**config.mk**
```make
export PLATFORM = sky130hd
export DESIGN_NAME = alu_issue_unit
export DESIGN_NICKNAME = d
export VERILOG_FILES = /design/src/rtl/alu_types_pkg.sv /design/src/rtl/alu_resp_fifo.sv /design/src/rtl/alu_issue_unit.sv
export SDC_FILE = /design/constraint.sdc
export NUM_CORES = 1
export LEC_CHECK = 0
export ABC_AREA = 0
export CAP_MARGIN = 20
export CORE_ASPECT_RATIO = 1.75
export CORE_MARGIN = 5
export CORE_UTILIZATION = 46
export CTS_CLUSTER_DIAMETER = 100
export DETAILED_ROUTE_END_ITERATION = 12
export GPL_TIMING_DRIVEN = 1
export PLACE_DENSITY = 0.76
export SYNTH_ARGS = -nofsm -noshare
export SYNTH_HDL_FRONTEND = slang
export SYNTH_HIERARCHICAL = 1
export SYNTH_SLANG_ARGS = --single-unit
export TNS_END_PERCENT = 10
```
**constraint.sdc**
```tcl
create_clock -name CLK -period 4 [get_ports CLK]
set_clock_uncertainty 0.15 [all_clocks]
set_input_delay 0.8 -clock CLK [delete_from_list [all_inputs] [get_ports CLK]]
set_output_delay 0.8 -clock CLK [all_outputs]
set_load 0.005 [all_outputs]
```
**src/rtl/alu_types_pkg.sv**
```systemverilog
// Shared ALU types: opcode enum, data word and common widths.
package alu_types_pkg;

  localparam int unsigned WORD_W   = 32;
  localparam int unsigned ALU_OP_W = 4;

  typedef logic [WORD_W-1:0] word_t;

  typedef enum logic [ALU_OP_W-1:0] {
    ALU_SLL  = 4'd0,
    ALU_SRL  = 4'd1,
    ALU_ADD  = 4'd2,
    ALU_SUB  = 4'd3,
    ALU_AND  = 4'd4,
    ALU_OR   = 4'd5,
    ALU_XOR  = 4'd6,
    ALU_NOR  = 4'd7,
    ALU_SLT  = 4'd8,
    ALU_SLTU = 4'd9
  } aluop_t;

endpackage

```
**src/rtl/alu_resp_fifo.sv**
```systemverilog
// Synchronous result FIFO; head entry is visible whenever not empty.
module alu_resp_fifo #(
  parameter int unsigned DEPTH = 4,
  parameter int unsigned W     = 36
) (
  input  logic                    CLK,
  input  logic                    nRST,
  input  logic                    push,
  input  logic [W-1:0]            push_data,
  input  logic                    pop,
  output logic [W-1:0]            head_data,
  output logic                    full,
  output logic                    empty,
  output logic [$clog2(DEPTH):0]  count
);

  localparam int unsigned PTR_W = $clog2(DEPTH);
  localparam int unsigned CNT_W = PTR_W + 1;

  logic [W-1:0]     mem [DEPTH];
  logic [PTR_W-1:0] wr_ptr;
  logic [PTR_W-1:0] rd_ptr;
  logic             do_push;
  logic             do_pop;

  assign empty     = (count == '0);
  assign full      = (count == CNT_W'(DEPTH));
  assign do_pop    = pop & ~empty;
  // A push into a full FIFO is still taken when the head leaves at the same edge.
  assign do_push   = push & (~full | do_pop);
  assign head_data = mem[rd_ptr];

  always_ff @(posedge CLK) begin
    if (!nRST) begin
      wr_ptr <= '0;
      rd_ptr <= '0;
      count  <= '0;
      for (int unsigned i = 0; i < DEPTH; i++) begin
        mem[PTR_W'(i)] <= '0;
      end
    end else begin
      if (do_push) begin
        mem[wr_ptr] <= push_data;
        wr_ptr      <= wr_ptr + PTR_W'(1);
      end
      if (do_pop) begin
        rd_ptr <= rd_ptr + PTR_W'(1);
      end
      case ({do_push, do_pop})
        2'b10:   count <= count + CNT_W'(1);
        2'b01:   count <= count - CNT_W'(1);
        default: count <= count;
      endcase
    end
  end

endmodule

```
**src/rtl/alu_issue_unit.sv**
```systemverilog
// Issues ALU requests from a register stage and returns tagged results in order.
module alu_issue_unit
  import alu_types_pkg::*;
#(
  parameter int unsigned DEPTH = 4,
  parameter int unsigned TAG_W = 4
) (
  input  logic                CLK,
  input  logic                nRST,
  input  logic                req_valid,
  output logic                req_ready,
  input  logic [ALU_OP_W-1:0] req_op,
  input  word_t               req_a,
  input  word_t               req_b,
  input  logic [TAG_W-1:0]    req_tag,
  output logic [ALU_OP_W-1:0] alu_op,
  output word_t               alu_a,
  output word_t               alu_b,
  input  word_t               alu_out,
  output logic                resp_valid,
  input  logic                resp_ready,
  output word_t               resp_data,
  output logic [TAG_W-1:0]    resp_tag,
  output logic [WORD_W-1:0]   issue_cnt
);

  localparam int unsigned CNT_W   = $clog2(DEPTH) + 1;
  localparam int unsigned OCC_W   = CNT_W + 1;
  localparam int unsigned ENTRY_W = WORD_W + TAG_W;

  logic               stage_valid;
  logic [TAG_W-1:0]   stage_tag;
  logic               accept;
  logic [CNT_W-1:0]   fifo_count;
  logic               fifo_full;
  logic               fifo_empty;
  logic [ENTRY_W-1:0] head;
  logic [OCC_W-1:0]   occupancy;

  // Reserve a FIFO slot for the staged op so its push can never be refused.
  assign occupancy = OCC_W'(fifo_count) + OCC_W'(stage_valid);
  assign req_ready = ~fifo_full & (occupancy < OCC_W'(DEPTH));
  assign accept    = req_valid & req_ready;

  always_ff @(posedge CLK) begin
    if (!nRST) begin
      stage_valid <= 1'b0;
      stage_tag   <= '0;
      alu_op      <= '0;
      alu_a       <= '0;
      alu_b       <= '0;
      issue_cnt   <= '0;
    end else if (accept) begin
      stage_valid <= 1'b1;
      stage_tag   <= req_tag;
      alu_op      <= req_op;
      alu_a       <= req_a;
      alu_b       <= req_b;
      issue_cnt   <= issue_cnt + WORD_W'(1);
    end else begin
      stage_valid <= 1'b0;
    end
  end

  alu_resp_fifo #(
    .DEPTH (DEPTH),
    .W     (ENTRY_W)
  ) u_fifo (
    .CLK       (CLK),
    .nRST      (nRST),
    .push      (stage_valid),
    .push_data ({alu_out, stage_tag}),
    .pop       (resp_ready),
    .head_data (head),
    .full      (fifo_full),
    .empty     (fifo_empty),
    .count     (fifo_count)
  );

  assign resp_valid            = ~fifo_empty;
  assign {resp_data, resp_tag} = head;

endmodule
```
==> summary.md <==
| Metric | Value |
|---|---|
| DRT iter0 DRCs | about 310 |
| Core box area | 0.0233 sq mm |
| # DRC | 0 |
| Combinational share of power | 0.154 |
| Syn Inst Count | 913 |
| PostCTS Resize Cnt | 0 |
| Hold_ws | 0.302 ns |
| WL final | 26300 microns |
| Clk pwr share | 0.359 |
| Worst-path clk slew | 0.07 ns |
| RSZ-0062 raised after global routing | false |
| Vias/cell | 5.20 |
| Critical path's largest stage delay | ~0.63 ns |
| Ys flop type | edfxtp_1 |
| Most area-consuming cells after synthesis | edfxtp_1 40%, dfxtp_1 21%, and2_1 7.6%, mux4_2 7.5%, nand2_1 5.7% |
| First drt pass iteration count | 5 |
| Die height | 213 microns |
| First-pass GRT wire length | 41100 microns |
| Worst vdd ir | 0.000344 V |
| Number of buffers created by CTS | 23 |
| Min Tclk post-route | 3.34 ns |
| Routed WL per cell | 18.0 microns |
| Final max-slew violation count | 0 |
| Status | complete, no violations |
| Finished Layout Cells | 1461 |
| Htree depth | 1 |
| Hold Crit Class | reg -> reg |
| CP Launch Type | flop |
| Dpl cells | around 1.4k |
| Asr flop ratio synth | 0 |
| CP endpoint kind | primary output |
| Number of synthesized flops with an enable pin | around 140 |
| Fin. Hold Viols | 0 |
| Yosys reg bits | 258 |
| DP Wirelength | roughly 17000 microns |
| CP max-delay cell | dfxtp_2 |
| Antenna Nets Post-Route | 0 |
| Area Overhead vs Synth | 32.4% |
| Synth Cell Area | around 0.011 sq mm |
| Hold-fix buffers, CTS | 0 |
| IO Port Bufs | 245 |
| Post-synth cell types | 45 |
| Post-CTS setup buffers | 0 |
| Fin crit share | 0.835 |
| Max Fclk | between 0.2 and 0.3 GHz |
| Total gr overflow | 0 |
| CTS tree | done |
| Worst-path cell chain | buf_4, mux4_2, clkdlybuf4s50_1 |
| WP data required | 3.05 ns |
| Total GRT Usage | 0.191 |
| Pleak | 5.11 nW |
| Proportion of netlist area held by the largest area contributor | 0.399 |
| GP Congestion | 0.799 |
| # IOs | 246 |
| Antenna cells | 0 |
| Int Power | just under 0.005 W |
| Leading area contributor after synthesis | edfxtp_1 |
| Sw Share | 0.231 |
| Syn avg cell area | 11.9 sq um |
| Sw power | between 0.001 and 0.0015 W |
| CP Class | reg -> out |
| Layout cells sized above 1 | 0.114 |
| Crit-path max FO | 19 |
| CTS root buffer | clkbuf_16 |
| DR vias | 7597 |
| Rows | 74 |
| Sequential fraction of design power | 0.487 |
| Clk sinks | approximately 260 |
| WP data arrival | 2.39 ns |
| Syn_nets | 1023 |
| Largest net degree at the start of global routing | between 70 and 80 |
| Clock buffer depth | 3 |
| Maxcap violations | 0 |
| PwrDens | between 400 and 500 mW/mm^2 |
| Synthesis warning total | 6 |
| Die area | 0.0269 sq mm |
| Initial antenna violation count | 1 |
| Sequential share of the synthesized area | 0.609 |
| Endpoints failing setup | 0 |
| Worst skew pair latency | 0.50 ns |
| Fin nets | 1251 |
| Vias in the first global route | ~7.9k |
| Rel. slew slack | 0.459 |
| Chip width | 126 microns |
| Tightest Pin Transition | 0.810 ns |
| Initial core utilization | 0.465 |
## synthesized netlist by cell type (2+ instances only)
cell / instances
nand2_1: 166
edfxtp_1: 144
and2_1: 132
dfxtp_1: 114
a21oi_1: 90
clkbuf_1: 39
mux4_2: 36
and2_4: 20
nor2_1: 13
nand4_1: 12
o31ai_1: 12
buf_2: 11
inv_1: 11
nand3_1: 11
or4_1: 10
xor2_1: 10
nand2b_1: 9
o21ai_0: 9
mux2i_1: 7
and3_1: 6
nor4_1: 6
buf_6: 5
or4_2: 5
xnor2_1: 4
and4_1: 3
clkbuf_8: 3
or3_1: 3
or3_2: 3
and3_4: 2
nor3_1: 2
## flip-flops by register name (all words and copies together) (netlist names), named ones only
name / cells
alu_b: 32
alu_op: 4
u_fifo/mem: 144
u_fifo/rd_ptr: 2
issue_cnt: 32
u_fifo/wr_ptr: 2
stage_tag: 4
alu_a: 32
u_fifo/count: 3
stage_valid: 1
## critical path: cells and delay by family (launching register included)
kind | cells | cell delay [ns]
buffers and inverters | 2 | 0.86
DFF | 1 | 0.63
muxes | 1 | 0.39
## path summary, 6_finish.rpt
| kind | from | to | slack [ns] | depth (start not counted) |
|---|---|---|---|---|
| worst min register to register | alu_a[1] | alu_a[1] | 0.30 | 2 |
| worst min-delay path | alu_a[1] | alu_a[1] | 0.30 | 2 |
| worst max register to register | u_fifo/count[0] | issue_cnt[14] | 1.15 | 7 |
| worst max-delay path | flop | resp_data[14] | 0.66 | 3 |
## cell families after synthesis
logic type,Yosys count,share of synthesized area
mux,43,0.0812
fa+ha+maj,2,0.00300
xor+xnor,14,0.0113
simple gates,408,0.204
compound gates,118,0.0594
buf+inv,70,0.0317
flops,258,0.609
## power by group through the flow
stage	clock, W	combinational (W)	sequential, W
finish	0.00225	0.000968	0.00306
detailed placement	0	0.000979	0.00312
CTS	0.00232	0.000987	0.00306
global placement	0	0.000974	0.00311
global route	0.00243	0.00105	0.00308
floorplan	0	0.000451	0.00311
## per-stage QoR
step	setup slack (ns)	total power, W	util	area, sq um	TNS (ns)
6_report	0.662	0.00628	0.616	14400	0
3_5_place_dp	0.741	0.00410	0.583	13600	0
5_1_grt	0.528	0.00656	0.616	14400	0
2_1_floorplan	-0.256	0.00356	-	10800	-27.00
3_3_place_gp	0.819	0.00408	0.583	13600	0
4_1_cts	0.595	0.00637	0.616	14400	0
## layout make-up
type	count	area (sq um)
multi-input cells	585	3940
clock buffers	27	591
inverters	12	45.0
repair buffers	261	2620
fillers	1880	8970
flip-flops and latches	258	6610
well taps	304	380
clock inverters	14	173
## cell usage in the layout, fill, tap and decap left out, types with 5 or more instances in the layout
cell type	instances
mux4_2	36
nand2b_1	8
edfxtp_1	144
or4_1	10
dfxtp_1	112
nand4_1	12
clkinv_2	5
or4_2	5
mux2i_1	7
nor4_1	6
and3_1	6
o31ai_1	12
nand2_1	165
clkbuf_16	23
and2_1	131
a21oi_1	90
xor2_1	10
nor2_1	12
nand3_1	11
o21ai_0	6
clkdlybuf4s50_1	245
inv_1	11
and2_4	20
buf_4	12
## metal layers
metal | GRT usage | share of wire | vias up
li1 | - | - | 3681
met3 | 0.0643 | 0.089 | 33
met1 | 0.199 | 0.35 | 3650
met4 | 0.0533 | 0.019 | 0
met5 | 0 | 0 | -
met2 | 0.363 | 0.54 | 233
Power figures use the tool's default switching activity.
